File: config.mk
export PLATFORM = sky130hd
export DESIGN_NAME = uart_tx_arbiter
export DESIGN_NICKNAME = d
export VERILOG_FILES = /design/src/rtl/uart_tx_arbiter.sv
export SDC_FILE = /design/constraint.sdc
export NUM_CORES = 1
export LEC_CHECK = 0
export ABC_AREA = 1
export BUFFER_PORTS_ARGS = -buffer_cell sky130_fd_sc_hd__buf_4
export CAP_MARGIN = 20
export CELL_PAD_IN_SITES_DETAIL_PLACEMENT = 0
export CELL_PAD_IN_SITES_GLOBAL_PLACEMENT = 1
export CORE_MARGIN = 4
export CORE_UTILIZATION = 37
export DETAILED_ROUTE_END_ITERATION = 6
export HOLD_SLACK_MARGIN = 0.12
export PLACE_DENSITY = 0.83
export SKIP_CTS_REPAIR_TIMING = 1
export SYNTH_ARGS = -nofsm -noshare
export SYNTH_HDL_FRONTEND = slang
export SYNTH_SLANG_ARGS = --single-unit
File: constraint.sdc
create_clock -name clk50 -period 2.15 [get_ports clk50]
set_clock_uncertainty 0.1 [all_clocks]
set_input_delay 0.43 -clock clk50 [delete_from_list [all_inputs] [get_ports clk50]]
set_output_delay 0.43 -clock clk50 [all_outputs]
set_load 0.1 [all_outputs]
File: src/rtl/uart_tx_arbiter.sv
`default_nettype none
// ---------------------------------------------------------------------------
// uart_tx_arbiter: round-robin sharing of one UART transmitter with CTS gating,
// start/busy handshake and busy-timeout detection. Optional burst grants are
// enabled by defining UART_TX_ARB_BURST_EN.
// Revision 1.0
// ---------------------------------------------------------------------------
module uart_tx_arbiter #(
  parameter int NUM_REQ      = 4,
  parameter int DATA_W       = 8,
  parameter int BUSY_TIMEOUT = 4096,
  parameter int MAX_BURST    = 16
) (
  input  logic                         clk50,
  input  logic                         reset,
  input  logic [NUM_REQ-1:0]           req_valid,
  input  logic [NUM_REQ*DATA_W-1:0]    req_data,
  input  logic [NUM_REQ-1:0]           req_burst,
  output logic [NUM_REQ-1:0]           req_ack,
  output logic                         tx_start,
  output logic [DATA_W-1:0]            tx_data,
  input  logic                         tx_busy,
  input  logic                         uart_cts,
  output logic                         uart_rts,
  output logic [$clog2(NUM_REQ)-1:0]   grant_id,
  output logic                         arb_busy,
  output logic                         timeout_err,
  input  logic                         err_clr
);

  localparam int IDX_W = $clog2(NUM_REQ);
  localparam int CNT_W = $clog2(BUSY_TIMEOUT);

  typedef enum logic [2:0] {
    IDLE      = 3'd0,
    LOAD      = 3'd1,
    START     = 3'd2,
    WAIT_BUSY = 3'd3,
    WAIT_DONE = 3'd4
  } state_t;

  state_t             state;
  logic [IDX_W-1:0]   ptr;
  logic [IDX_W-1:0]   sel;
  logic [CNT_W-1:0]   busy_cnt;
  logic               cts_meta;
  logic               cts_sync;
  logic               cts_ok;
  logic [IDX_W-1:0]   pick;
  logic               found;
  logic [IDX_W-1:0]   next_ptr;
  logic [DATA_W-1:0]  req_bytes [NUM_REQ];
  int                 idx;

  generate
    for (genvar g = 0; g < NUM_REQ; g++) begin : g_bytes
      assign req_bytes[g] = req_data[g*DATA_W +: DATA_W];
    end
  endgenerate

  assign cts_ok   = ~cts_sync;
  assign arb_busy = (state != IDLE);
  assign next_ptr = (sel == IDX_W'(NUM_REQ-1)) ? '0 : sel + 1'b1;

  // Scan from the highest offset down so the first valid index at or after ptr wins.
  always_comb begin
    pick  = '0;
    found = 1'b0;
    idx   = 0;
    for (int i = NUM_REQ-1; i >= 0; i--) begin
      idx = int'(ptr) + i;
      if (idx >= NUM_REQ) idx = idx - NUM_REQ;
      if (req_valid[IDX_W'(idx)]) begin
        pick  = IDX_W'(idx);
        found = 1'b1;
      end
    end
  end

`ifdef UART_TX_ARB_BURST_EN
  localparam int BURST_W = $clog2(MAX_BURST);
  logic [BURST_W-1:0] burst_cnt;
  logic               burst_go;
  assign burst_go = req_burst[sel] && req_valid[sel] && cts_ok &&
                    (burst_cnt < BURST_W'(MAX_BURST-1));
`else
  logic burst_unused;
  assign burst_unused = ^{req_burst, MAX_BURST > 1};
`endif

  always_ff @(posedge clk50 or negedge reset) begin
    if (!reset) begin
      state       <= IDLE;
      ptr         <= '0;
      sel         <= '0;
      busy_cnt    <= '0;
      tx_data     <= '0;
      req_ack     <= '0;
      tx_start    <= 1'b0;
      grant_id    <= '0;
      uart_rts    <= 1'b1;
      timeout_err <= 1'b0;
      cts_meta    <= 1'b1;
      cts_sync    <= 1'b1;
`ifdef UART_TX_ARB_BURST_EN
      burst_cnt   <= '0;
`endif
    end else begin
      cts_meta <= uart_cts;
      cts_sync <= cts_meta;
      uart_rts <= ~(|req_valid);
      req_ack  <= '0;
      tx_start <= 1'b0;
      // A timeout assigned later in this block overrides the clear.
      if (err_clr) timeout_err <= 1'b0;

      case (state)
        IDLE: begin
          if (found && cts_ok) begin
            sel     <= pick;
            tx_data <= req_bytes[pick];
            state   <= LOAD;
`ifdef UART_TX_ARB_BURST_EN
            burst_cnt <= '0;
`endif
          end
        end
        LOAD: begin
          req_ack  <= NUM_REQ'(1) << sel;
          grant_id <= sel;
          state    <= START;
        end
        START: begin
          tx_start <= 1'b1;
          busy_cnt <= '0;
          state    <= WAIT_BUSY;
        end
        WAIT_BUSY: begin
          if (tx_busy) begin
            state <= WAIT_DONE;
          end else if (busy_cnt == CNT_W'(BUSY_TIMEOUT-1)) begin
            timeout_err <= 1'b1;
            ptr         <= next_ptr;
            state       <= IDLE;
          end else begin
            busy_cnt <= busy_cnt + 1'b1;
          end
        end
        WAIT_DONE: begin
          if (!tx_busy) begin
`ifdef UART_TX_ARB_BURST_EN
            if (burst_go) begin
              burst_cnt <= burst_cnt + 1'b1;
              tx_data   <= req_bytes[sel];
              state     <= LOAD;
            end else begin
              ptr   <= next_ptr;
              state <= IDLE;
            end
`else
            ptr   <= next_ptr;
            state <= IDLE;
`endif
          end
        end
        default: state <= IDLE;
      endcase
    end
  end

endmodule
`default_nettype wire
# [Yosys cells after proc, flatten, opt, wreduce, memory -nomap -nowiden]
# Cells that the tools add are included.
[classes] add_sub_neg=9 n_lt_le_gt_ge=9 n_eq_ne=12 shift=1 muxes=46 bitwise_logic=3 reduce_logical=10
[ops] op="two-way mux 12 bit" n=2
[ops] op="two-way mux 2 bit" n=12
[ops] op="case mux 12 bit (2 select lines)" n=1
[ops] op="two-way mux 1 bit" n=17
[ops] op="binary-select mux 8 bit (select 2 bit)" n=1
[ops] op="less-than comparator 2 x 4 -> 1 bit, second input constant" n=4
[ops] op="two-way mux 8 bit" n=2
[ops] op="case mux 3 bit (5 select lines)" n=1
[ops] op="adder 12 x 1 -> 12 bit, second input constant" n=1
[ops] op="equality test 12 bit, second input constant" n=1
[ops] op="greater-or-equal comparator 3 bit, second input constant" n=4
[ops] op="two-way mux 3 bit" n=4
[ops] op="inequality test 2 bit, second input constant" n=5
[ops] op="binary-select mux 1 bit (select 2 bit)" n=4
[ops] op="subtractor 2 x 1 -> 2 bit, second input constant" n=4
[ops] op="adder 2 x 2 -> 3 bit, second input constant" n=2
[ops] op="equality test 3 x 2 -> 1 bit, second input constant" n=2
[ops] op="AND reduction 3 bit" n=2
[ops] op="two-way mux 4 bit" n=1
[ops] op="case mux 2 bit (2 select lines)" n=1
[ops] op="AND reduction 4 bit" n=1
[ops] op="nonzero test 2 bit" n=2
[ops] op="OR reduction 4 bit" n=1
[ops] op="<< shifter 1 x 2 -> 4 bit, first input constant" n=1
[ops] op="other kinds (13)" n=14
[totals] reg_bits=38 output_inout_bits=18 word_cells=102

# [Longest topological paths before layout]
# Gate-level depths: netlist (run 1).
[depth] word_depth=14 depth_mapped=14 ltp_nobuf=13

# [Least setup slack after synthesis (run 1)]
# Ideal clock, no wire load.
[synth_path] kind="reg2reg" from="reg state[0]" to="reg tx_data[2]" setup_time_ns=0.070 arrival_ns=2.069 required_ns=1.980 slack_ns=-0.089 stages_incl_launch_ff=9 path_buffers=1 path_cell_list="dfrtp_1 nor2_1 nand2_1 nor2_4 inv_1 buf_2 nor2_1 nand3_1 nand3_1"
[synth_between] elab_chain_len=2
[synth_rtl] element="start: declaration" line="42" text="state_t state;"
[synth_rtl] element="start signal: assignment" line="93" text="state <= IDLE;"
[synth_rtl] element="start signal: assignment" line="122" text="state <= LOAD;"
[synth_rtl] element="start signal: assignment" line="131" text="state <= START;"
[synth_rtl] element="zero test 3 bit" line="117" text="case (state)"
[synth_rtl] element="AND reduction 2 bit (no source line)"
[synth_rtl] element="end signal: assignment" line="121" text="tx_data <= req_bytes[pick];"
[synth_rtl] element="end: declaration" line="21" text="output logic [DATA_W-1:0] tx_data,"
# No other way between the ends.
# A chain may end at the register's enable or synchronous reset.

# [Final worst setup path (run 1)]
[layout_path] from="reg ptr[0]" to="reg tx_data[3]"
[layout_between] elab_chain_len=14 elab_cells_between_ends=41
[layout_rtl] element="start: declaration" line="43" text="logic [IDX_W-1:0] ptr;"
[layout_rtl] element="start signal: assignment" line="143" text="ptr <= next_ptr;"
[layout_rtl] element="start signal: assignment" line="161" text="ptr <= next_ptr;"
[layout_rtl] element="adder 2 x 2 -> 3 bit" line="71" text="idx = int'(ptr) + i;"
[layout_rtl] element="greater-or-equal comparator 3 bit / subtractor 2 x 1 -> 2 bit (equally long branches)" line="72" text="if (idx >= NUM_REQ) idx = idx - NUM_REQ;"
[layout_rtl] element="two-way mux 2 bit" line="72"
[layout_rtl] element="binary-select mux 1 bit (select 2 bit)" line="73" text="if (req_valid[IDX_W'(idx)]) begin"
[layout_rtl] element="two-way mux 1 bit (implied by the code) (2 in series)" line="73"
[layout_rtl] element="two-way mux 2 bit (4 in series)" line="73"
[layout_rtl] element="inverter 2 -> 3 bit (implied by the code)" line="121"
[layout_rtl] element="binary-select mux 8 bit (select 2 bit)" line="121"
[layout_rtl] element="two-way mux 8 bit (implied by the code) (2 in series)" line="121"
# Parallel ways exist; a longest one is shown, timed or not. The select of a mux whose other input is x is not followed.

==> results of run 1 <==
## cells in the mapped netlist (3+ instances only)
cell type  count
a21oi_1        9
nor3_1         5
nand3_1       45
or2_0          3
buf_6          3
dfstp_2        3
nand3_2        3
xor2_1         3
nor2_1        18
inv_1         60
ha_1           5
o21ai_0       12
or2_2          5
dfrtp_1       35
nand2_1       84
## area by class of cell
class | instances | area, sq um | share of cell area [%]
multi-input cells | 208 | 1050 | 35.8
flip-flops and latches | 38 | 956 | 32.6
repair buffers | 68 | 513 | 17.5
inverters | 61 | 229 | 7.81
well taps | 75 | 93.8 | 3.20
clock buffers | 7 | 86.3 | 2.94
clock inverters | 1 | 5.00 | 0.171
## how the worst max path moves through the flow
stage / from / to
2_1_floorplan: state[0] / tx_data[2]
3_3_place_gp: ptr[0] / tx_data[3]
3_5_place_dp: ptr[0] / tx_data[3]
4_1_cts: ptr[0] / tx_data[3]
5_1_grt: ptr[0] / tx_data[3]
6_report: ptr[0] / tx_data[3]
## sequential cells by signal, summed over array words and instances (netlist names)
signal and cells:
busy_cnt 12, tx_data 8, req_ack 4, state 3, grant_id 2, ptr 2, sel 2, cts_meta 1
cts_sync 1, timeout_err 1, tx_start 1, uart_rts 1
## per-stage QoR
step / utilization, % / std cells / setup WS [ns]
6_report: 49.5 / 458 / 0.172
5_1_grt: 49.5 / 458 / 0.0216
4_1_cts: 49.1 / 457 / 0.00483
3_5_place_dp: 47.5 / 449 / 0.0343
3_3_place_gp: 47.5 / 449 / 0.0497
2_1_floorplan: - / 312 / 0.219
## metal layers
metal / GRT usage (%) / part of all wire (%)
met1: 19.3 / 46
met2: 26.1 / 47
met3: 3.55 / 5.8
met4: 4.03 / 1.4
met5: 0 / 0
## layout by cell type (no fill, tap or decap), drive strengths merged
| master | n |
|---|---|
| a211oi | 1 |
| ha | 5 |
| o22ai | 1 |
| o21ai | 13 |
| nor3 | 5 |
| nand2 | 87 |
| buf | 67 |
| dfrtp | 35 |
| xor2 | 3 |
| a21oi | 9 |
| nor2 | 19 |
| clkinv | 1 |
| dlygate4sd3 | 1 |
| nand3b | 1 |
| o31ai | 2 |
| or2 | 9 |
| nor4 | 1 |
| clkbuf | 7 |
| inv | 61 |
| dfstp | 3 |
| xnor2 | 2 |
| nand3 | 48 |
| nand4 | 2 |
## report_power, final
| group | switching (mW) | leakage [nW] | internal (mW) |
|---|---|---|---|
| clock | 0.236 | 0.0482 | 0.259 |
| sequential | 0.160 | 0.485 | 0.914 |
| combinational | 1.94 | 1.05 | 0.747 |
| total | 2.33 | 1.58 | 1.92 |
## worst register-to-register path: stages (launching register included)
cell,delay [ns]
dfrtp_2,0.51
inv_1,0.12
nand2_1,0.07
nand3_1,0.11
nand2_1,0.07
inv_1,0.07
nand2_1,0.09
nand2_4,0.14
nand2_8,0.13
or2_2,0.30
nand3_1,0.08
nand3_1,0.08
## kinds of logic after synthesis
| family | count (synthesis) |
|---|---|
| buffers and inverters | 66 |
| and+or+nand+nor | 172 |
| AOI/OAI and AO/OA | 26 |
| xor gates and xnor gates | 5 |
| adders and majority gates | 5 |
| DFF | 38 |
==> metrics.txt, run 1 <==
r2r worst-path depth=11; Setup violations, final=0; Crit. End Element=register; area share of the largest cell type after synthesis=38.8%; Initial DRC Count=51; clk slew on worst S/H paths=0.07 ns; Critical Path AT=2.04 ns; nets=432; worst path required time=2.22 ns; Fmax achieved=506 MHz; I/O pin total=63; Post-DP Area=2810 sq um; cts bufs inserted=5; RSZ-0062 raised after global routing=no; PwrDens=1450 nW/um^2; gpl congestion=0.848; Max rail drop VDD=0.840 mV; min-delay src=uart_cts; final global-route overflow total=0; Netlist cell types=29; Synth area leaders=dfrtp_1 (39%), nand2_1 (14%), inv_1 (10%), nand3_1 (10%), dfstp_2 (3.5%); die span in x=86.1 um; Avg Inst Size Synth=7.24 sq um; largest family of logic cells by synthesized area=simple AND/OR/NAND/NOR gates; commonest register cell after synthesis=dfrtp_1; total power=4.25 mW; max-slew headroom at the worst pin=68.6%; Post-Synth Adder-Cell Area=2.77%; area grow syn2layout=29.9%; CP max stage cell=dfrtp_2; first-pass GRT wire length=9260 um; placed wire-length estimate=3990 um; Design Area, Final=2930 sq um; Worst Setup Start Kind=register; ys async rst share=100%; Hold Path Sink=cts_meta; mapped cell area=2260 sq um; CP delay by family, top=simple AND/OR/NAND/NOR gates; Worst Path Buf+Inv=2; Leak=1.58 nW; vias in the first global route=2111; Vias=2053; filler instances=608; share of cells above drive strength 1=24.5%; H-tree Lvls=2; maxcap violations=0; CP Class=reg2reg; Worst Tran Pin Value=0.471 ns; final hold vios=0; FP Rows=28; WP depth=11; largest net degree at the start of global routing=39; status=finished clean; final routed DRC violation total=0; DR vias/cell=4.48; crit-path cells=inv_1 -> nand2_1 -> nand3_1 -> nand2_1 -> inv_1 -> nand2_1 -> nand2_4 -> nand2_8 -> or2_2 -> nand3_1 -> nand3_1; area of the core=5920 sq um; Synth Net Count=362; Simple-Gate Fraction of Synth Area=34.8%; Fin Setup TNS=0 ns; initial antenna violation count=0; slowest stage delay, CP=0.51 ns; Clk Latency, worst-skew pair=0.28 ns; Mapped Cells=312; YS warnings=0; dominant cell type by area after synthesis=dfrtp_1; total wire length=5050 um; Worst R2R Setup Slack=0.17 ns; Hold Crit Class=in2reg; worst-path fanout max=25; die footprint=7420 sq um; Synth Area in Compound Gates=6.15%; #FFs+latches synth=38; Port Buffer Count=58; die height=86.1 um; Hold Path Depth=1; Pre-antenna DRT Iters=4; mux cell area share after synthesis=0%; CTS tree=yes; final antenna-violating net count=0; fin crit share=92.0%; Post-Synth XOR/XNOR Area=1.94%; worst hold slack=0.156 ns; Max Slew Vio Count=0; Post-synth EDFFs=0; reg2reg start=ptr[0]; Ant. Diodes=0; clk root buf=clkbuf_8; clock net sink count=38; Wirelength per Cell=11.0 um; Seq/Total Area, Yosys=42.3%; Reg2Reg Capture Point=tx_data[3]; Initial Util=38.1%; GRT Util Overall=15.2%; CTS Buffer Depth=2; min Tclk post-route=1.98 ns
Power figures use the tool's default switching activity.
==> run 2: changes to the inputs <==
--- a/config.mk
+++ b/config.mk
@@ -11,4 +11,5 @@
 export CELL_PAD_IN_SITES_DETAIL_PLACEMENT = 0
 export CELL_PAD_IN_SITES_GLOBAL_PLACEMENT = 1
+export CORE_ASPECT_RATIO = 1.1
 export CORE_MARGIN = 4
 export CORE_UTILIZATION = 37
==> constraint.sdc (replaced) <==
create_clock -name clk50 -period 2.15 [get_ports clk50]
set_clock_uncertainty 0.1 [all_clocks]
set_input_delay 0.215 -clock clk50 [delete_from_list [all_inputs] [get_ports clk50]]
set_output_delay 0.215 -clock clk50 [all_outputs]
set_load 0.1 [all_outputs]
==> run 2 against run 1 <==
  * First-iteration DRC count decreased by 33%
  * Largest cell class unchanged
  * Combinational power hardly changed
  * Sequential share of layout area down 1.0 points
  * Critical path depth unchanged
  * Clock power increased by 52%
  * Utilization increased by 2.3 points
  * Via count rose by 1.3%
  * Maximum frequency rose by 0.72%
  * Final area increased by 3.3%
==> metrics.txt, run 2 (synthesis gave the netlist of run 1 again) <==
clock net sink count=38 (unchanged); DR vias/cell=4.46 (-0.42%); sequential share of power=23.6% (-1.7 points); CTS tree=yes; final routed DRC violation total=0 (unchanged); max-slew headroom at the worst pin=67.6% (-0.97 points); Hold Crit Class=in2reg; Design Area, Final=3030 sq um (+3.3%); Leak=1.63 nW (+3.2%); commonest non-fill, non-tap cell in the layout=nand2_1; Fmax achieved=509 MHz (+0.72%); RSZ-0062 raised after global routing=no; Finished Core Util=51.9% (+2.3 points); nets=438 (+1.4%); CTS Buffer Depth=2 (unchanged); H-tree Lvls=2 (unchanged); clk slew on worst S/H paths=0.08 ns (about the same); Worst Path Buf+Inv=1 (-1); Critical Path AT=2.04 ns (about the same); Internal=2.19 mW (+14%); largest net degree at the start of global routing=39 (unchanged); Switching Share=51.7% (-3.1 points); die span in x=82.5 um (-4.2%); I/O pin total=63 (unchanged); CP Class=reg2reg; Initial DRC Count=34 (-33%); initial antenna violation count=0 (unchanged); Vias=2080 (+1.3%); area of the core=5840 sq um (-1.3%); GRT Util Overall=14.5% (-0.72 points); clock power share=16.6% (+5.0 points); final hold vios=0 (unchanged); vias in the first global route=2077 (-1.6%); area grow syn2layout=34.2%; Fin Setup TNS=0 ns (unchanged); Clk Latency, worst-skew pair=0.29 ns (about the same); maxcap violations=0 (unchanged); worst-path fanout max=25 (unchanged); commonest cells after routing, fill and taps aside=nand2_1 (83), buf_4 (69), inv_1 (60), nand3_1 (45), dfrtp_1 (34); Setup violations, final=0 (unchanged); Max Slew Vio Count=0 (unchanged); final global-route overflow total=0 (unchanged); min Tclk post-route=1.96 ns (-0.0141 ns); fin crit share=91.3% (-0.65 points); Max rail drop VDD=0.805 mV (-4.1%); status=finished clean; die height=89.9 um (+4.4%); Initial Util=38.7% (+0.51 points); cts bufs inserted=5 (unchanged); CP delay by family, top=simple AND/OR/NAND/NOR gates; Wirelength per Cell=10.7 um (-3.2%); PwrDens=1490 nW/um^2 (+3.0%); CP max stage cell=dfrtp_2; Port Buffer Count=58 (unchanged); clk root buf=clkbuf_8; share of cells above drive strength 1=24.7% (+0.14 points); Ant. Diodes=0 (unchanged); total wire length=4970 um (-1.5%); Crit. End Element=register; placed wire-length estimate=3870 um (-3.1%); gpl congestion=0.782 (-7.9%); die footprint=7420 sq um (about the same); Reg with most FFs=busy_cnt; Worst Setup Start Kind=register; final antenna-violating net count=0 (unchanged); total power=4.53 mW (+6.4%); Worst Tran Pin Value=0.486 ns (+0.0146 ns); worst hold slack=0.0863 ns (-0.0696 ns); Comb power frac=59.9% (-3.2 points); Post-DP Area=2820 sq um (+0.36%); FP Rows=29 (+3.6%); first-pass GRT wire length=8780 um (-5.1%); Pre-antenna DRT Iters=4 (unchanged); slowest stage delay, CP=0.49 ns (-0.02 ns); biggest regs=busy_cnt x12, tx_data x8, req_ack x4; worst path required time=2.23 ns (about the same); NetSw=2.34 mW (+0.33%); number of flip-flops under the largest register name=12 (unchanged); crit-path cells=inv_1 -> nand2_1 -> nand3_1 -> nand2_1 -> nand3_2 -> nand2_1 -> nand2_4 -> nand2_4 -> or2_2 -> nand3_1 -> nand3_1
[run 2: cell types whose count changed in the layout (fill, tap and decap cells not counted), sizes merged]
cell	before	now
buf	67	69
bufinv	0	2
clkbuf	7	6
clkinv	1	0
dlygate4sd3	1	5
[run 2: area by class of cell]
class                   count  area (sq um)
well taps                  77          96.3
multi-input cells         208          1040
clock inverters             2          60.1
inverters                  61           229
clock buffers               6          82.6
flip-flops and latches     38           956
fillers                   564          2810
repair buffers             74           568
[run 2: power by group through the flow]
stage          sequential [mW]  combinational [mW]  clock (mW)
5_1_grt                   1.10                3.00       0.804
2_1_floorplan             1.87                1.32           0
6_report                  1.07                2.71       0.751
3_5_place_dp              1.08                2.71           0
3_3_place_gp              1.08                2.69           0
4_1_cts                   1.07                2.72       0.773
[run 2: metrics by stage]
stage | cells | worst slack, ns
after floorplan | 312 | 0.219
after global routing | 466 | 0.00681
after global placement | 452 | 0.0899
after detailed placement | 452 | 0.0668
final | 466 | 0.186
after CTS | 460 | 0.0603
[run 2: worst reg2reg max path: cells and delay by family, from the launching register on]
family / cells / cell delay [ns]
DFF: 1 / 0.49
and+or+nand+nor: 10 / 1.16
buffers and inverters: 1 / 0.12
[run 2: final timing paths]
check                              from     endpoint  slack, ns  cells after the start
max                              ptr[0]   tx_data[2]       0.19                     11
min                        req_valid[1]     uart_rts       0.09                      4
max reg2reg                      ptr[0]   tx_data[2]       0.19                     11
min reg2reg                    cts_meta     cts_sync       0.26                      0
max in group asynchronous         reset       ptr[0]       1.26                      2
min in group asynchronous         reset  busy_cnt[8]       0.33                      2
[run 2: per-layer routing]
metal,part of all wire (%),up-vias,track usage [%]
met4,0.91,0,3.27
met2,48,48,25.3
met5,0,-,0
li1,-,1120,-
met3,6.1,6,3.70
met1,45,906,17.6
